[src/rtl/ibex_mult_pext_seq.sv]
// Multi-cycle sequencer for the Pext multiplier: walks the datapath through its
// partial-product slices, keeps the intermediate result, and flags the final slice.
module ibex_mult_pext_seq #(
    parameter int unsigned IMD_W  = 34,
    parameter bit          B2B_EN = 1'b1
) (
    input  logic             clk_i,
    input  logic             rst_ni,
    input  logic             mult_en_i,
    input  logic [1:0]       cycle_count_i,
    input  logic [1:0]       mult_mode_i,
    input  logic [1:0]       accum_sub_i,
    input  logic [1:0]       add_mode_i,
    input  logic [IMD_W-1:0] partial_i,
    output logic [1:0]       mult_state_o,
    output logic [1:0]       mult_mode_o,
    output logic [1:0]       accum_sub_o,
    output logic [1:0]       add_mode_o,
    output logic [IMD_W-1:0] imd_val_o,
    output logic             imd_val_we_o,
    output logic             busy_o,
    output logic             valid_o
);

    typedef enum logic [1:0] {
        IDLE = 2'b00,
        S1   = 2'b01,
        S2   = 2'b10,
        HOLD = 2'b11
    } seq_state_e;

    seq_state_e       state_q, state_d;
    logic [1:0]       mode_q, mode_d;
    logic [1:0]       accum_q, accum_d;
    logic [1:0]       add_q, add_d;
    logic [1:0]       cnt_q, cnt_d;
    logic [IMD_W-1:0] imd_q, imd_d;
    logic [1:0]       cnt_eff;
    seq_state_e       after_valid;

    // The illegal count encoding 10 is folded onto the 2-cycle op.
    assign cnt_eff     = (cycle_count_i == 2'b10) ? 2'b01 : cycle_count_i;
    assign after_valid = B2B_EN ? IDLE : HOLD;

    always_comb begin
        state_d      = state_q;
        mode_d       = mode_q;
        accum_d      = accum_q;
        add_d        = add_q;
        cnt_d        = cnt_q;
        mult_state_o = 2'b00;
        mult_mode_o  = mode_q;
        accum_sub_o  = accum_q;
        add_mode_o   = add_q;
        imd_val_we_o = 1'b0;
        busy_o       = 1'b0;
        valid_o      = 1'b0;

        unique case (state_q)
            IDLE: begin
                // First cycle of an op: decode goes straight to the datapath and is latched.
                mult_mode_o = mult_mode_i;
                accum_sub_o = accum_sub_i;
                add_mode_o  = add_mode_i;
                if (mult_en_i) begin
                    mode_d  = mult_mode_i;
                    accum_d = accum_sub_i;
                    add_d   = add_mode_i;
                    cnt_d   = cnt_eff;
                    if (cnt_eff == 2'b00) begin
                        valid_o = 1'b1;
                        state_d = after_valid;
                    end else begin
                        imd_val_we_o = 1'b1;
                        state_d      = S1;
                    end
                end
            end
            S1: begin
                mult_state_o = 2'b01;
                busy_o       = 1'b1;
                if (!mult_en_i) begin
                    state_d = IDLE;
                end else if (cnt_q == 2'b01) begin
                    valid_o = 1'b1;
                    state_d = after_valid;
                end else begin
                    imd_val_we_o = 1'b1;
                    state_d      = S2;
                end
            end
            S2: begin
                mult_state_o = 2'b10;
                busy_o       = 1'b1;
                if (!mult_en_i) begin
                    state_d = IDLE;
                end else begin
                    valid_o = 1'b1;
                    state_d = after_valid;
                end
            end
            HOLD: begin
                state_d = IDLE;
            end
            default: begin
                state_d = IDLE;
            end
        endcase

        imd_d = imd_val_we_o ? partial_i : imd_q;
    end

    always_ff @(posedge clk_i) begin
        if (!rst_ni) begin
            state_q <= IDLE;
            mode_q  <= 2'b00;
            accum_q <= 2'b00;
            add_q   <= 2'b00;
            cnt_q   <= 2'b00;
            imd_q   <= '0;
        end else begin
            state_q <= state_d;
            mode_q  <= mode_d;
            accum_q <= accum_d;
            add_q   <= add_d;
            cnt_q   <= cnt_d;
            imd_q   <= imd_d;
        end
    end

    assign imd_val_o = imd_q;

endmodule

[config.mk]
export PLATFORM = sky130hd
export DESIGN_NAME = ibex_mult_pext_seq
export DESIGN_NICKNAME = d
export VERILOG_FILES = /design/src/rtl/ibex_mult_pext_seq.sv
export SDC_FILE = /design/constraint.sdc
export NUM_CORES = 1
export LEC_CHECK = 0
export ABC_AREA = 1
export BUFFER_PORTS_ARGS = -buffer_cell sky130_fd_sc_hd__buf_4
export CELL_PAD_IN_SITES_DETAIL_PLACEMENT = 1
export CELL_PAD_IN_SITES_GLOBAL_PLACEMENT = 1
export CORE_UTILIZATION = 32
export DETAILED_ROUTE_END_ITERATION = 12
export PLACE_DENSITY = 0.76
export SLEW_MARGIN = 20
export SYNTH_ARGS = -nofsm -noshare
export SYNTH_HDL_FRONTEND = slang
export SYNTH_SLANG_ARGS = --single-unit
[constraint.sdc]
create_clock -name clk_i -period 1.9 [get_ports clk_i]
set_clock_uncertainty 0.1 [all_clocks]
set_input_delay 0.285 -clock clk_i [delete_from_list [all_inputs] [get_ports clk_i]]
set_output_delay 0.285 -clock clk_i [all_outputs]
set_load 0.03 [all_outputs]
==> flow_summary.toml, run 1 <==
[cts]
cts_tree = "done"
cts_inserted_buffers = 5
htree_num_levels = 2
cts_sinks = 44
cts_buffer_depth = 2
clkSlewWorstSetupHoldPaths_ns = 0.08
clock_latency_ns = 0.29
clockRootBuffer = "clkbuf_8"

[yosys]
synth_common_cells = "nor2_1, inv_1, nand2_1, dfxtp_1, nand4_1"
synth_edf_count = 0
ys_seq_area_frac = 0.4280
synthCells = 304
async_reset_ff_frac = 0
synth.most_common_cell = "nor2_1"
ys_types = 13
synthFlopType = "dfxtp_1"
yosysWarningCount = 0
synth_top_area_cell = "dfxtp_1"
synth_top_area_frac = 0.4280
synth-seq-cells = 44
avgSynthCellArea_um2 = 6.770
synth_nets = 355
synthTopCellsByArea = "dfxtp_1, nor2_1, nand4_1"
syn_area_um2 = 2058

[route]
wl_per_cell_um = 12.80
drc_errors = 0
dr.first_iter.drc_count = 36
dr_total_vias = 2207
antenna_left = 0
finalWirelength_um = 5967
vias_per_cell = 4.736
detail_route.first_pass.iterations = 4

[global_routing]
grt_pass1_wl_um = 9315
grt_util_all_layers = 0.1807
grt_max_degree = 44
grt_antenna_before_repair = 0
grt_pass1_vias = 2036
grt_overflow = 0

[timing]
drv_slew = 0
hold_violations = 0
period_minus_slack_ns = 1.839
tightest_slew_ns = 0.4467
hold_ws_ns = 0.1784
rsz0062_at_grt = "yes"
setup_violations = 0
relSlewSlack = 0.7022
timing.fmax_mhz = 543.8
min_period_over_period = 0.9678

[place]
port_buffers = 89
gp_congestion = 0.7456
hpwl_um = 4099

[hold_path]
hp-class = "in2reg"
min_to = "cnt_q[1]$_SDFFE_PN0P_"
holdPathStages = 3
hold_start = "cycle_count_i[1]"

[floorplanning]
die_y_um = 82.20
die_x_um = 82.20
coreArea_um2 = 6061
rows = 28
die_area_um2 = 6757
start_util = 0.3396
ioPinCount = 90

[setup_path]
crit_type = "reg2out"
worst-path-max-fanout = 5
worst_setup_path_start_kind = "flip-flop"
r2r_cells = 10
r2r_start = "state_q[0]$_SDFFE_PN0P_"
cp-end-kind = "output pin"
cp.required_ns = 1.51
crit_start = "state_q[1]$_SDFFE_PN0P_"
arrival_ns = 1.45
worstReg2RegEnd = "imd_val_o[16]$_SDFFE_PN0P_"
regToRegSetupSlack_ns = 0.17

[status]
status = "finished clean"

[finish]
multi_input_area_um2 = 952.2
fin_nets = 441
n_antenna_cell = 0
regArea_um2 = 885.9
num-fill-cells = 804
area_delta_synth_final_pct = 45.29
drive_above_1_share = 0.3120

[power_and_ir_drop]
p_leak_nw = 1.565
peakVddDrop_uv = 398.9
p_per_area_nw_per_um2 = 892.7
fin_total_pwr_mw = 2.669

[run]
maxCapViolCount = 0
-- final cells by class --
class                   count  area share
clock buffers               6     0.02427
clock inverters             2     0.01172
inverters                  51     0.06402
multi-input cells         190      0.3184
flip-flops and latches     44      0.2962
well taps                  75     0.03138
repair buffers             98      0.2540
-- power breakdown --
group          internal [mW]  leakage (nW)  switching, mW
clock network          0.391        0.0552          0.324
logic                  0.341          1.14          0.536
registers               1.02         0.365         0.0542
total                   1.76          1.56          0.914
-- state kept, by name, indices dropped and copies added, names as in the netlist --
name       flops
add_q          2
accum_q        2
cnt_q          2
state_q        2
imd_val_o     34
mode_q         2
-- worst max path at each step --
| stage | end | depth (start not counted) |
|---|---|---|
| 3_3_place_gp | imd_val_we_o | 7 |
| 3_5_place_dp | imd_val_we_o | 7 |
| 2_1_floorplan | accum_sub_o[0] | 4 |
| 4_1_cts | valid_o | 8 |
| 5_1_grt | mult_mode_o[1] | 6 |
| 6_report | valid_o | 8 |
-- per-stage QoR --
stage                     instance area (um^2)  std cells  setup slack [ns]  utilization  setup TNS (ns)
after floorplan                           2064        304          -0.07755            -         -0.3513
after global placement                    2809        456            0.1274       0.4635               0
after detailed placement                  2809        456           0.08484       0.4635               0
after CTS                                 2959        465          0.004881       0.4882               0
after global routing                      2990        466          -0.01778       0.4934        -0.04850
final                                     2990        466           0.06116       0.4934               0
-- kinds of logic after synthesis --
| group | after synthesis | synth area share |
|---|---|---|
| flops | 44 | 0.4280 |
| fa+ha+maj | 6 | 0.03647 |
| buf+inv | 70 | 0.1331 |
| simple gates | 158 | 0.3392 |
| compound gates | 26 | 0.06322 |
-- layer usage --
layer | vias up | share of wire | GRT usage
met5 | - | 0 | 0
met2 | 53 | 0.50 | 0.3182
met3 | 9 | 0.043 | 0.03297
met4 | 0 | 0.014 | 0.06842
met1 | 1026 | 0.45 | 0.2169
li1 | 1119 | - | -
-- critical path: stages, from the launching register on --
cell and delay [ns]:
dfxtp_2 0.34, inv_2 0.06, ha_4 0.18, inv_2 0.05, nand2_2 0.07, nand2_4 0.09, nand3_2 0.07, a21oi_2 0.15
buf_6 0.15
-- repair_timing --
action	CTS	global route
cloned	0	0
resized for setup	16	6
hold buffers	0	0
pin swaps	4	3
setup endpoints to repair	8	4
setup buffers	1	1
-- cell usage in the layout (no fill, tap or decap) --
master,instances
nor2_4,2
inv_1,46
a21oi_2,1
buf_12,1
dfxtp_1,42
a21oi_1,11
nand3_1,2
nand4_1,34
nor2_1,70
bufinv_16,1
ha_1,4
buf_6,3
nand2_1,45
nand2_2,1
clkbuf_8,5
inv_2,5
buf_4,94
nand2_4,1
dfxtp_2,1
dfxtp_4,1
ha_4,1
nand3_2,1
nand3_4,1
o21ai_1,4
ha_2,1
o21ai_0,10
nor2_2,1
clkinv_2,1
clkbuf_1,1
Note: power is estimated with default switching activity, not from simulation.
==> run 2: changes to the inputs <==
--- a/config.mk
+++ b/config.mk
@@ -6,7 +6,7 @@
 export NUM_CORES = 1
 export LEC_CHECK = 0
 export ABC_AREA = 1
-export BUFFER_PORTS_ARGS = -buffer_cell sky130_fd_sc_hd__buf_4
+export BUFFER_PORTS_ARGS = -buffer_cell sky130_fd_sc_hd__buf_2
 export CELL_PAD_IN_SITES_DETAIL_PLACEMENT = 1
 export CELL_PAD_IN_SITES_GLOBAL_PLACEMENT = 1
 export CORE_UTILIZATION = 32
==> flow_summary.toml, run 2 (synthesized netlist as in run 1, its figures left out) <==
[place]
preCtsSetupSlack_ns = 0.1058
gp_congestion = 0.7862
hpwl_um = 3961
dp.cells = 456
port_buffers = 89

[floorplanning]
die_area_um2 = 6757
coreArea_um2 = 6061
start_util = 0.3396
die_y_um = 82.20
rows = 28
die_x_um = 82.20
ioPinCount = 90

[cts]
cts_buffer_depth = 2
cts_inserted_buffers = 5
cts_tree = "done"
clock_latency_ns = 0.29
cts_sinks = 44
clkSlewWorstSetupHoldPaths_ns = 0.08
htree_num_levels = 2
clockRootBuffer = "clkbuf_8"

[global_routing]
grt_antenna_before_repair = 0
grt_pass1_wl_um = 9418
grt_overflow = 0
grt_pass1_vias = 2128
grt_util_all_layers = 0.1800
grt_max_degree = 35

[finish]
drive_above_1_share = 0.3128
fin_nets = 440
final_common_cell = "buf_2"
layout_common_cells = "buf_2, nor2_1, inv_1"
largest_reg_flops = 34
n_antenna_cell = 0
area_delta_synth_final_pct = 34.53
fin_cells = 465
post-route-util = 0.4569

[timing]
period_minus_slack_ns = 1.846
timing.fmax_mhz = 541.7
relSlewSlack = 0.7225
tightest_slew_ns = 0.4152
tns_ns = 0
worst_slack_ns = 0.05383
hold_violations = 0
min_period_over_period = 0.9717
setup_violations = 0
rsz0062_at_grt = "yes"
drv_slew = 0

[power_and_ir_drop]
p_leak_nw = 1.514
p_per_area_nw_per_um2 = 895.5
peakVddDrop_uv = 387.3

[route]
vias_per_cell = 4.682
wl_per_cell_um = 12.22
dr_total_vias = 2177
finalWirelength_um = 5684
drc_errors = 0
detail_route.first_pass.iterations = 4
dr.first_iter.drc_count = 54
antenna_left = 0

[setup_path]
crit_type = "reg2out"
worst-path-max-fanout = 5
cp.required_ns = 1.51
worst_setup_path_start_kind = "flip-flop"
cp-end-kind = "output pin"
arrival_ns = 1.46

[hold_path]
hp-class = "in2reg"

[run]
maxCapViolCount = 0

[status]
status = "finished clean"
## run 2: final cells by class
| type | count | area (um^2) |
|---|---|---|
| Fill cell | 819 | 3292 |
| Multi-Input combinational cell | 190 | 949.7 |
| Sequential cell | 44 | 885.9 |
| Timing Repair Buffer | 97 | 553.0 |
| Inverter | 51 | 193.9 |
| Tap cell | 75 | 93.84 |
| Clock buffer | 6 | 82.58 |
| Clock inverter | 2 | 10.01 |
## run 2: power breakdown
group	leakage (nW)	internal (mW)	total, mW	switching, mW
logic	1.10	0.266	0.797	0.530
registers	0.365	1.02	1.07	0.0489
clock network	0.0510	0.291	0.610	0.320
## run 2: final timing paths
kind	startpoint	end	slack [ns]	depth (start not counted)
max	state_q[1]$_SDFFE_PN0P_	valid_o	0.05	8
min	cycle_count_i[1]	cnt_q[1]$_SDFFE_PN0P_	0.17	3
max reg2reg	state_q[0]$_SDFFE_PN0P_	cnt_q[0]$_SDFFE_PN0P_	0.22	7
min reg2reg	accum_q[1]$_SDFFE_PN0P_	accum_q[1]$_SDFFE_PN0P_	0.37	2
## run 2: through the flow
step | total power [mW] | hold WS [ns] | area, um^2
final | 2.480 | 0.1730 | 2769
after detailed placement | 1.855 | 0.3452 | 2586
after global routing | 2.651 | 0.1872 | 2769
after global placement | 1.838 | 0.3408 | 2586
after CTS | 2.506 | 0.1684 | 2736
after floorplan | 1.620 | 0.3242 | 2064
## run 2: metal layers
layer,share of wire,track usage
met1,0.45,0.2099
met2,0.49,0.3306
met3,0.050,0.03956
met4,0.0063,0.04386
met5,0,0
## run 2: what timing repair did
item / in CTS / in global routing
endpoints found under the hold margin: 0 / 0
buffers inserted: 1 / 0
cloned: 0 / 0
pin swaps: 2 / 3
hold buffers: 0 / 0
gates resized for setup: 22 / 11
endpoints found under the setup margin: 8 / 6
## run 2: worst max-delay path, stage by stage, from the launching register on
cell and delay [ns]:
dfxtp_2 0.36, inv_4 0.05, ha_4 0.17, inv_2 0.07, nand2_4 0.06, nand2_4 0.10, nand3_2 0.07, a21oi_2 0.16
buf_6 0.15
